**config.mk**
```make
export PLATFORM = sky130hd
export DESIGN_NAME = mac_operand_sequencer
export DESIGN_NICKNAME = d
export VERILOG_FILES = /design/src/rtl/mac_operand_sequencer.sv
export SDC_FILE = /design/constraint.sdc
export NUM_CORES = 1
export LEC_CHECK = 0
export ABC_AREA = 0
export CORE_ASPECT_RATIO = 0.6
export CORE_UTILIZATION = 45
export CTS_CLUSTER_SIZE = 10
export DETAILED_ROUTE_END_ITERATION = 6
export GPL_TIMING_DRIVEN = 0
export PLACE_DENSITY = 0.83
export SLEW_MARGIN = 20
export SYNTH_ARGS = -nofsm -noshare
export SYNTH_HDL_FRONTEND = slang
export SYNTH_SLANG_ARGS = --single-unit
```
**constraint.sdc**
```tcl
create_clock -name clk -period 8.69 [get_ports clk]
set_input_delay 1.738 -clock clk [delete_from_list [all_inputs] [get_ports clk]]
set_output_delay 1.738 -clock clk [all_outputs]
set_load 0.02 [all_outputs]
```
**src/rtl/mac_operand_sequencer.sv**
```systemverilog
// Streams word pairs from two operand BRAMs through a 4-lane mac_unit and sums the partial results.
// Optional macro MAC_SEQ_SATURATE_EN: saturate the accumulator and raise a sticky overflow flag.
module mac_operand_sequencer #(
  parameter int ADDR_WIDTH   = 8,
  parameter int DATA_WIDTH   = 16,
  parameter int ACC_WIDTH    = 48,
  parameter int READ_LATENCY = 1
) (
  input  logic                    clk,
  input  logic                    rst_n,
  input  logic                    start,
  input  logic [ADDR_WIDTH-1:0]   base_addr_a,
  input  logic [ADDR_WIDTH-1:0]   base_addr_b,
  input  logic [ADDR_WIDTH-1:0]   num_words,
  output logic                    busy,
  output logic                    done,
  output logic [ACC_WIDTH-1:0]    dot_result,
  output logic                    overflow,
  output logic                    enb,
  output logic [ADDR_WIDTH-1:0]   addrb_a,
  output logic [ADDR_WIDTH-1:0]   addrb_b,
  input  logic [63:0]             bram_dout_a,
  input  logic [63:0]             bram_dout_b,
  output logic [63:0]             doutb_a,
  output logic [63:0]             doutb_b,
  output logic                    start_mac,
  input  logic                    status_done,
  input  logic [2*DATA_WIDTH-1:0] mac_result
);

  typedef enum logic [2:0] {
    IDLE,
    READ,
    RDWAIT,
    LAUNCH,
    MACWAIT,
    ACCUM,
    DONE
  } state_t;

  state_t state, state_next;

  logic [ADDR_WIDTH-1:0] base_a, base_b, count, idx, idx_inc;
  logic [1:0]            wait_cnt;
  logic                  mac_first;
  logic                  rd_ready;
  logic                  last_word;
  logic [ACC_WIDTH:0]    sum_ext;

  assign idx_inc   = idx + ADDR_WIDTH'(1);
  assign last_word = (idx_inc == count);
  assign rd_ready  = (wait_cnt == 2'(READ_LATENCY - 1));
  // One extra bit exposes the carry out of the accumulator.
  assign sum_ext   = {1'b0, dot_result} + (ACC_WIDTH + 1)'(mac_result);

  always_comb begin
    state_next = state;
    busy       = 1'b1;
    done       = 1'b0;
    enb        = 1'b0;
    start_mac  = 1'b0;
    case (state)
      IDLE: begin
        busy = 1'b0;
        if (start) state_next = (num_words == '0) ? DONE : READ;
      end
      READ: begin
        enb        = 1'b1;
        state_next = RDWAIT;
      end
      RDWAIT: begin
        if (rd_ready) state_next = LAUNCH;
      end
      LAUNCH: begin
        start_mac  = 1'b1;
        state_next = MACWAIT;
      end
      MACWAIT: begin
        // The first cycle may still see the previous word's done level.
        if (!mac_first && status_done) state_next = ACCUM;
      end
      ACCUM: begin
        state_next = last_word ? DONE : READ;
      end
      DONE: begin
        done       = 1'b1;
        state_next = IDLE;
      end
      default: begin
        state_next = IDLE;
      end
    endcase
  end

  always_ff @(posedge clk) begin
    if (!rst_n) begin
      state      <= IDLE;
      base_a     <= '0;
      base_b     <= '0;
      count      <= '0;
      idx        <= '0;
      wait_cnt   <= '0;
      mac_first  <= 1'b0;
      dot_result <= '0;
      overflow   <= 1'b0;
      addrb_a    <= '0;
      addrb_b    <= '0;
      doutb_a    <= '0;
      doutb_b    <= '0;
    end else begin
      state <= state_next;
      case (state)
        IDLE: begin
          if (start) begin
            base_a     <= base_addr_a;
            base_b     <= base_addr_b;
            count      <= num_words;
            idx        <= '0;
            dot_result <= '0;
            overflow   <= 1'b0;
            addrb_a    <= base_addr_a;
            addrb_b    <= base_addr_b;
          end
        end
        READ: begin
          wait_cnt <= '0;
        end
        RDWAIT: begin
          if (rd_ready) begin
            doutb_a <= bram_dout_a;
            doutb_b <= bram_dout_b;
          end else begin
            wait_cnt <= wait_cnt + 2'd1;
          end
        end
        LAUNCH: begin
          mac_first <= 1'b1;
        end
        MACWAIT: begin
          mac_first <= 1'b0;
        end
        ACCUM: begin
          idx     <= idx_inc;
          addrb_a <= base_a + idx_inc;
          addrb_b <= base_b + idx_inc;
`ifdef MAC_SEQ_SATURATE_EN
          if (sum_ext[ACC_WIDTH]) begin
            dot_result <= '1;
            overflow   <= 1'b1;
          end else begin
            dot_result <= sum_ext[ACC_WIDTH-1:0];
          end
`else
          dot_result <= sum_ext[ACC_WIDTH-1:0];
`endif
        end
        default: begin
        end
      endcase
    end
  end

endmodule

```
==> impl_metrics.prom, run 1 <==
# TYPE chip_impl_metric gauge
chip_impl_metric{name="first_pass_grt_wire_length",unit="mm"} 58.6
chip_impl_metric{name="cts-hold-fix-buffers",unit=""} 0
chip_impl_metric{name="timing_worst_slew_pin_value",unit="ps"} 832
chip_impl_info{name="path_class",value="input pin to flip-flop"} 1
chip_impl_metric{name="cts_resized",unit=""} 0
chip_impl_metric{name="worstPathArrival",unit="ps"} 4800
chip_impl_metric{name="yosys_register_bits",unit=""} 230
chip_impl_metric{name="preCtsSetupSlack",unit="ps"} 3840
chip_impl_metric{name="critical_path_required",unit="ps"} 9090
chip_impl_metric{name="die_area",unit="sq um"} 24800
chip_impl_metric{name="die_h",unit="um"} 122
chip_impl_metric{name="hold_viol_final",unit=""} 0
chip_impl_metric{name="clock_latency",unit="ps"} 530
chip_impl_metric{name="power_leakage",unit="nW"} 5.83
chip_impl_metric{name="fin_crit",unit="ps"} 4390
chip_impl_metric{name="synth.yosys.seq_area_share",unit="%"} 42.4
chip_impl_metric{name="report.final.setup_viol",unit=""} 0
chip_impl_metric{name="yosysWarningCount",unit=""} 0
chip_impl_metric{name="drt_drc",unit=""} 0
chip_impl_metric{name="timing.max_slew.rel_slack",unit="%"} 44.2
chip_impl_metric{name="track_usage",unit="%"} 30.4
chip_impl_metric{name="die_x",unit="um"} 202
chip_impl_metric{name="highest_fanout_seen_on_the_critical_path",unit=""} 4
chip_impl_metric{name="fin_skew",unit="ps"} 19.9
chip_impl_metric{name="postSynthAreaPerCell",unit="sq um"} 7.81
chip_impl_metric{name="mappedNetlistNets",unit=""} 1628
chip_impl_metric{name="drt_iter0_drc",unit=""} 947
chip_impl_metric{name="avgRoutedWirePerCell",unit="um"} 18.5
chip_impl_metric{name="worst_path_largest_cell_delay",unit="ps"} 420
chip_impl_metric{name="place_congestion",unit=""} 0.922
chip_impl_metric{name="tritoncts.num_buffers",unit=""} 26
chip_impl_metric{name="max_clock_freq",unit="MHz"} 228
chip_impl_info{name="netlist_top_cells_count",value="sky130_fd_sc_hd__nand2_1 (384), sky130_fd_sc_hd__dfxtp_1 (230), sky130_fd_sc_hd__a21oi_1 (221)"} 1
chip_impl_info{name="status",value="finished, final reports clean"} 1
chip_impl_metric{name="antenna_violations_before_repair",unit=""} 1
chip_impl_metric{name="starting_density",unit="%"} 46.5
chip_impl_metric{name="totalNegativeSetupSlack",unit="ps"} 0
chip_impl_metric{name="fill_cells",unit=""} 1910
chip_impl_info{name="crit_slowest_cell",value="sky130_fd_sc_hd__clkdlybuf4s50_1"} 1
chip_impl_info{name="synthDominantAreaCellType",value="sky130_fd_sc_hd__dfxtp_1"} 1
chip_impl_metric{name="synthToLayoutAreaGrowth",unit="%"} 45.3
chip_impl_info{name="path_delay_family",value="compound AO/OA/AOI/OAI gates"} 1
chip_impl_metric{name="vias_per_cell",unit=""} 5.51
chip_impl_metric{name="syn_inst",unit=""} 1389
chip_impl_metric{name="cellPowerDensity",unit="nW/um^2"} 161
chip_impl_info{name="clock_tree_from_tritoncts",value="built"} 1
chip_impl_info{name="cts-root-buf",value="sky130_fd_sc_hd__clkbuf_16"} 1
chip_impl_info{name="critPathLaunchType",value="input pin"} 1
chip_impl_metric{name="final_critical_path_setup_slack",unit="ps"} 4300
chip_impl_metric{name="number_of_levels_in_the_clock_h_tree",unit=""} 1
chip_impl_info{name="synth_ff_type",value="sky130_fd_sc_hd__dfxtp_1"} 1
chip_impl_metric{name="timing.critical_path.buf_inv",unit=""} 1
chip_impl_metric{name="ys_async_sr_fraction",unit="%"} 0
chip_impl_metric{name="vdd_drop_max",unit="uV"} 134
chip_impl_metric{name="detail-route-antenna-nets",unit=""} 0
chip_impl_metric{name="nets_finish",unit=""} 2039
chip_impl_metric{name="share_of_the_synthesized_area_in_the_top_cell_type",unit="%"} 42.4
chip_impl_info{name="rsz0062_at_grt",value="no"} 1
chip_impl_metric{name="final_layout_size_suffix_gt1_share",unit="%"} 3.06
chip_impl_metric{name="clock_input_transition_at_the_sequential_cells_of_the_worst_setup_and_hold_paths",unit="ps"} 60
chip_impl_metric{name="port_buffers",unit=""} 383
chip_impl_metric{name="core.rowCount",unit=""} 43
chip_impl_metric{name="route.vias.total",unit=""} 11700
chip_impl_metric{name="core_area",unit="sq um"} 23300
chip_impl_metric{name="slew_viol_final",unit=""} 0
chip_impl_metric{name="dpl-instance-area",unit="sq um"} 15100
chip_impl_info{name="ys_top_cells_by_area",value="sky130_fd_sc_hd__dfxtp_1 (42%), sky130_fd_sc_hd__nand2_1 (13%), sky130_fd_sc_hd__a21oi_1 (10%), sky130_fd_sc_hd__ha_1 (5.5%), sky130_fd_sc_hd__xnor2_1 (2.9%)"} 1
chip_impl_info{name="yosys.cell_count.top_type",value="sky130_fd_sc_hd__nand2_1"} 1
chip_impl_metric{name="synth_edf_count",unit=""} 0
chip_impl_metric{name="synthesis.area",unit="sq um"} 10900
chip_impl_metric{name="cts_buffer_depth",unit=""} 3
chip_impl_metric{name="grt_overflow",unit=""} 0
chip_impl_metric{name="hpwl",unit="mm"} 30.5
chip_impl_metric{name="drt-total-wl",unit="mm"} 39.2
chip_impl_metric{name="tritoncts_num_sinks",unit=""} 230
chip_impl_info{name="timing.critical_path.cells",value="clkdlybuf4s50_1 -> ha_1 -> fa_1 -> a21oi_1 -> nor3b_1 -> o21ai_0 -> a21boi_0 -> o21a_1 -> nor2_1 -> o21ai_0 -> xnor2_1 -> o21ai_0"} 1
chip_impl_metric{name="io_pins",unit=""} 385
chip_impl_metric{name="drt_pass1_iterations",unit=""} 5
chip_impl_metric{name="first_global_vias",unit=""} 10800
chip_impl_info{name="crit_path_frequent_cell",value="sky130_fd_sc_hd__o21ai_0"} 1
chip_impl_metric{name="finalCritPeriodShare",unit="%"} 50.6
chip_impl_metric{name="grt_start_max_net_pins",unit=""} 13
chip_impl_metric{name="number_of_different_library_cells_in_the_post_synthesis_netlist",unit=""} 68
chip_impl_metric{name="cts_setup_buffers",unit=""} 0
chip_impl_info{name="worstSetupEndpointType",value="flip-flop"} 1
chip_impl_metric{name="max_cap_violation_count",unit=""} 0
chip_impl_metric{name="post-route-cell-area",unit="sq um"} 15800
chip_impl_info{name="min-delay-path-class",value="flip-flop to flip-flop"} 1
metal layers:
metal	track usage [%]	wire, um	vias to the layer above	part of all wire (%)
met1	40.8	16800	5496	43
met4	9.40	1160	0	3.0
met3	10.1	4080	80	10
li1	-	-	5557	-
met2	46.1	17100	526	44
met5	0	0	-	0
sequential cells by signal, summed over array words and instances, names as in the netlist:
signal	flops
state	3
count	8
wait_cnt	2
doutb_a	64
base_a	8
addrb_b	8
addrb_a	8
mac_first	1
base_b	8
idx	8
dot_result	48
doutb_b	64
report_power, final:
part / total (mW) / internal (mW) / switching (mW)
combinational: 0.447 / 0.203 / 0.244
clock: 0.953 / 0.541 / 0.412
sequential: 1.13 / 1.10 / 0.0285
cell families (layout without fill, tap and decap cells):
kind of cell | count (synthesis) | after routing | synth area share, %
other | 1 | 3 | 0.0346
muxes | 11 | 11 | 1.01
adders and majority gates | 51 | 51 | 6.09
AOI/OAI and AO/OA | 359 | 359 | 19.5
xor gates and xnor gates | 52 | 52 | 4.20
and+or+nand+nor | 577 | 577 | 22.3
buffers and inverters | 108 | 518 | 4.37
DFF | 230 | 230 | 42.4
tightest hold or removal path, stage by stage, from the launching register on:
cell                      delay (ps)
sky130_fd_sc_hd__dfxtp_1         310
sky130_fd_sc_hd__nand2_1          50
sky130_fd_sc_hd__a21oi_1          50
cell type report:
cell class,count,area (sq um),area share [%]
diodes,2,5.00,0.0317
plain buffers,86,392,2.48
clock buffers,27,676,4.29
inverters,22,82.6,0.524
multi-input cells,1051,5780,36.7
flip-flops and latches,230,4600,29.2
well taps,315,394,2.50
repair buffers,383,3830,24.3
path summary, 6_finish.rpt:
path,startpoint,to,slack (ps),depth (start not counted)
setup / recovery,mac_result[0],dot_result[18],4300,12
hold / removal,doutb_a[61],doutb_a[61],450,2
setup reg to reg,dot_result[0],dot_result[18],5590,11
hold reg to reg,doutb_a[61],doutb_a[61],450,2
placed cells by master, fill, tap and decap left out, types with 19 or more instances in the layout:
cell type / n
sky130_fd_sc_hd__nand2_1: 384
sky130_fd_sc_hd__clkdlybuf4s50_1: 384
sky130_fd_sc_hd__dfxtp_1: 230
sky130_fd_sc_hd__a21oi_1: 221
sky130_fd_sc_hd__nor2_1: 70
sky130_fd_sc_hd__clkbuf_1: 69
sky130_fd_sc_hd__ha_1: 48
sky130_fd_sc_hd__nand3_1: 43
sky130_fd_sc_hd__xnor2_1: 36
sky130_fd_sc_hd__o21ai_0: 31
sky130_fd_sc_hd__clkbuf_16: 27
sky130_fd_sc_hd__inv_1: 22
sky130_fd_sc_hd__a31oi_1: 19
through the flow:
stage	cells	util, %	hold slack, ps	total power [mW]
after floorplan	1389	-	438	1.36
after global placement	2087	64.6	441	1.58
after detailed placement	2087	64.6	446	1.59
after CTS	2114	67.5	453	2.54
after global routing	2114	67.5	467	2.62
final	2116	67.5	453	2.53
(Power assumes the default switching activity.)
==> run 2, diff against run 1 <==
clock period = 4.1 ns   (was 8.69 ns; I/O delays follow)
==> results of run 2 <==
Same layout as run 1 (identical final DEF). Status: finished, final reports clean.
Among the figures that moved: setup slack after placement 3840 ps -> 163 ps; setup slack after layout 4300 ps -> 624 ps; register-to-register setup slack 5590 ps -> 1000 ps; total power 2.53 mW -> 5.36 mW; worst IR drop on VDD 134 uV -> 284 uV
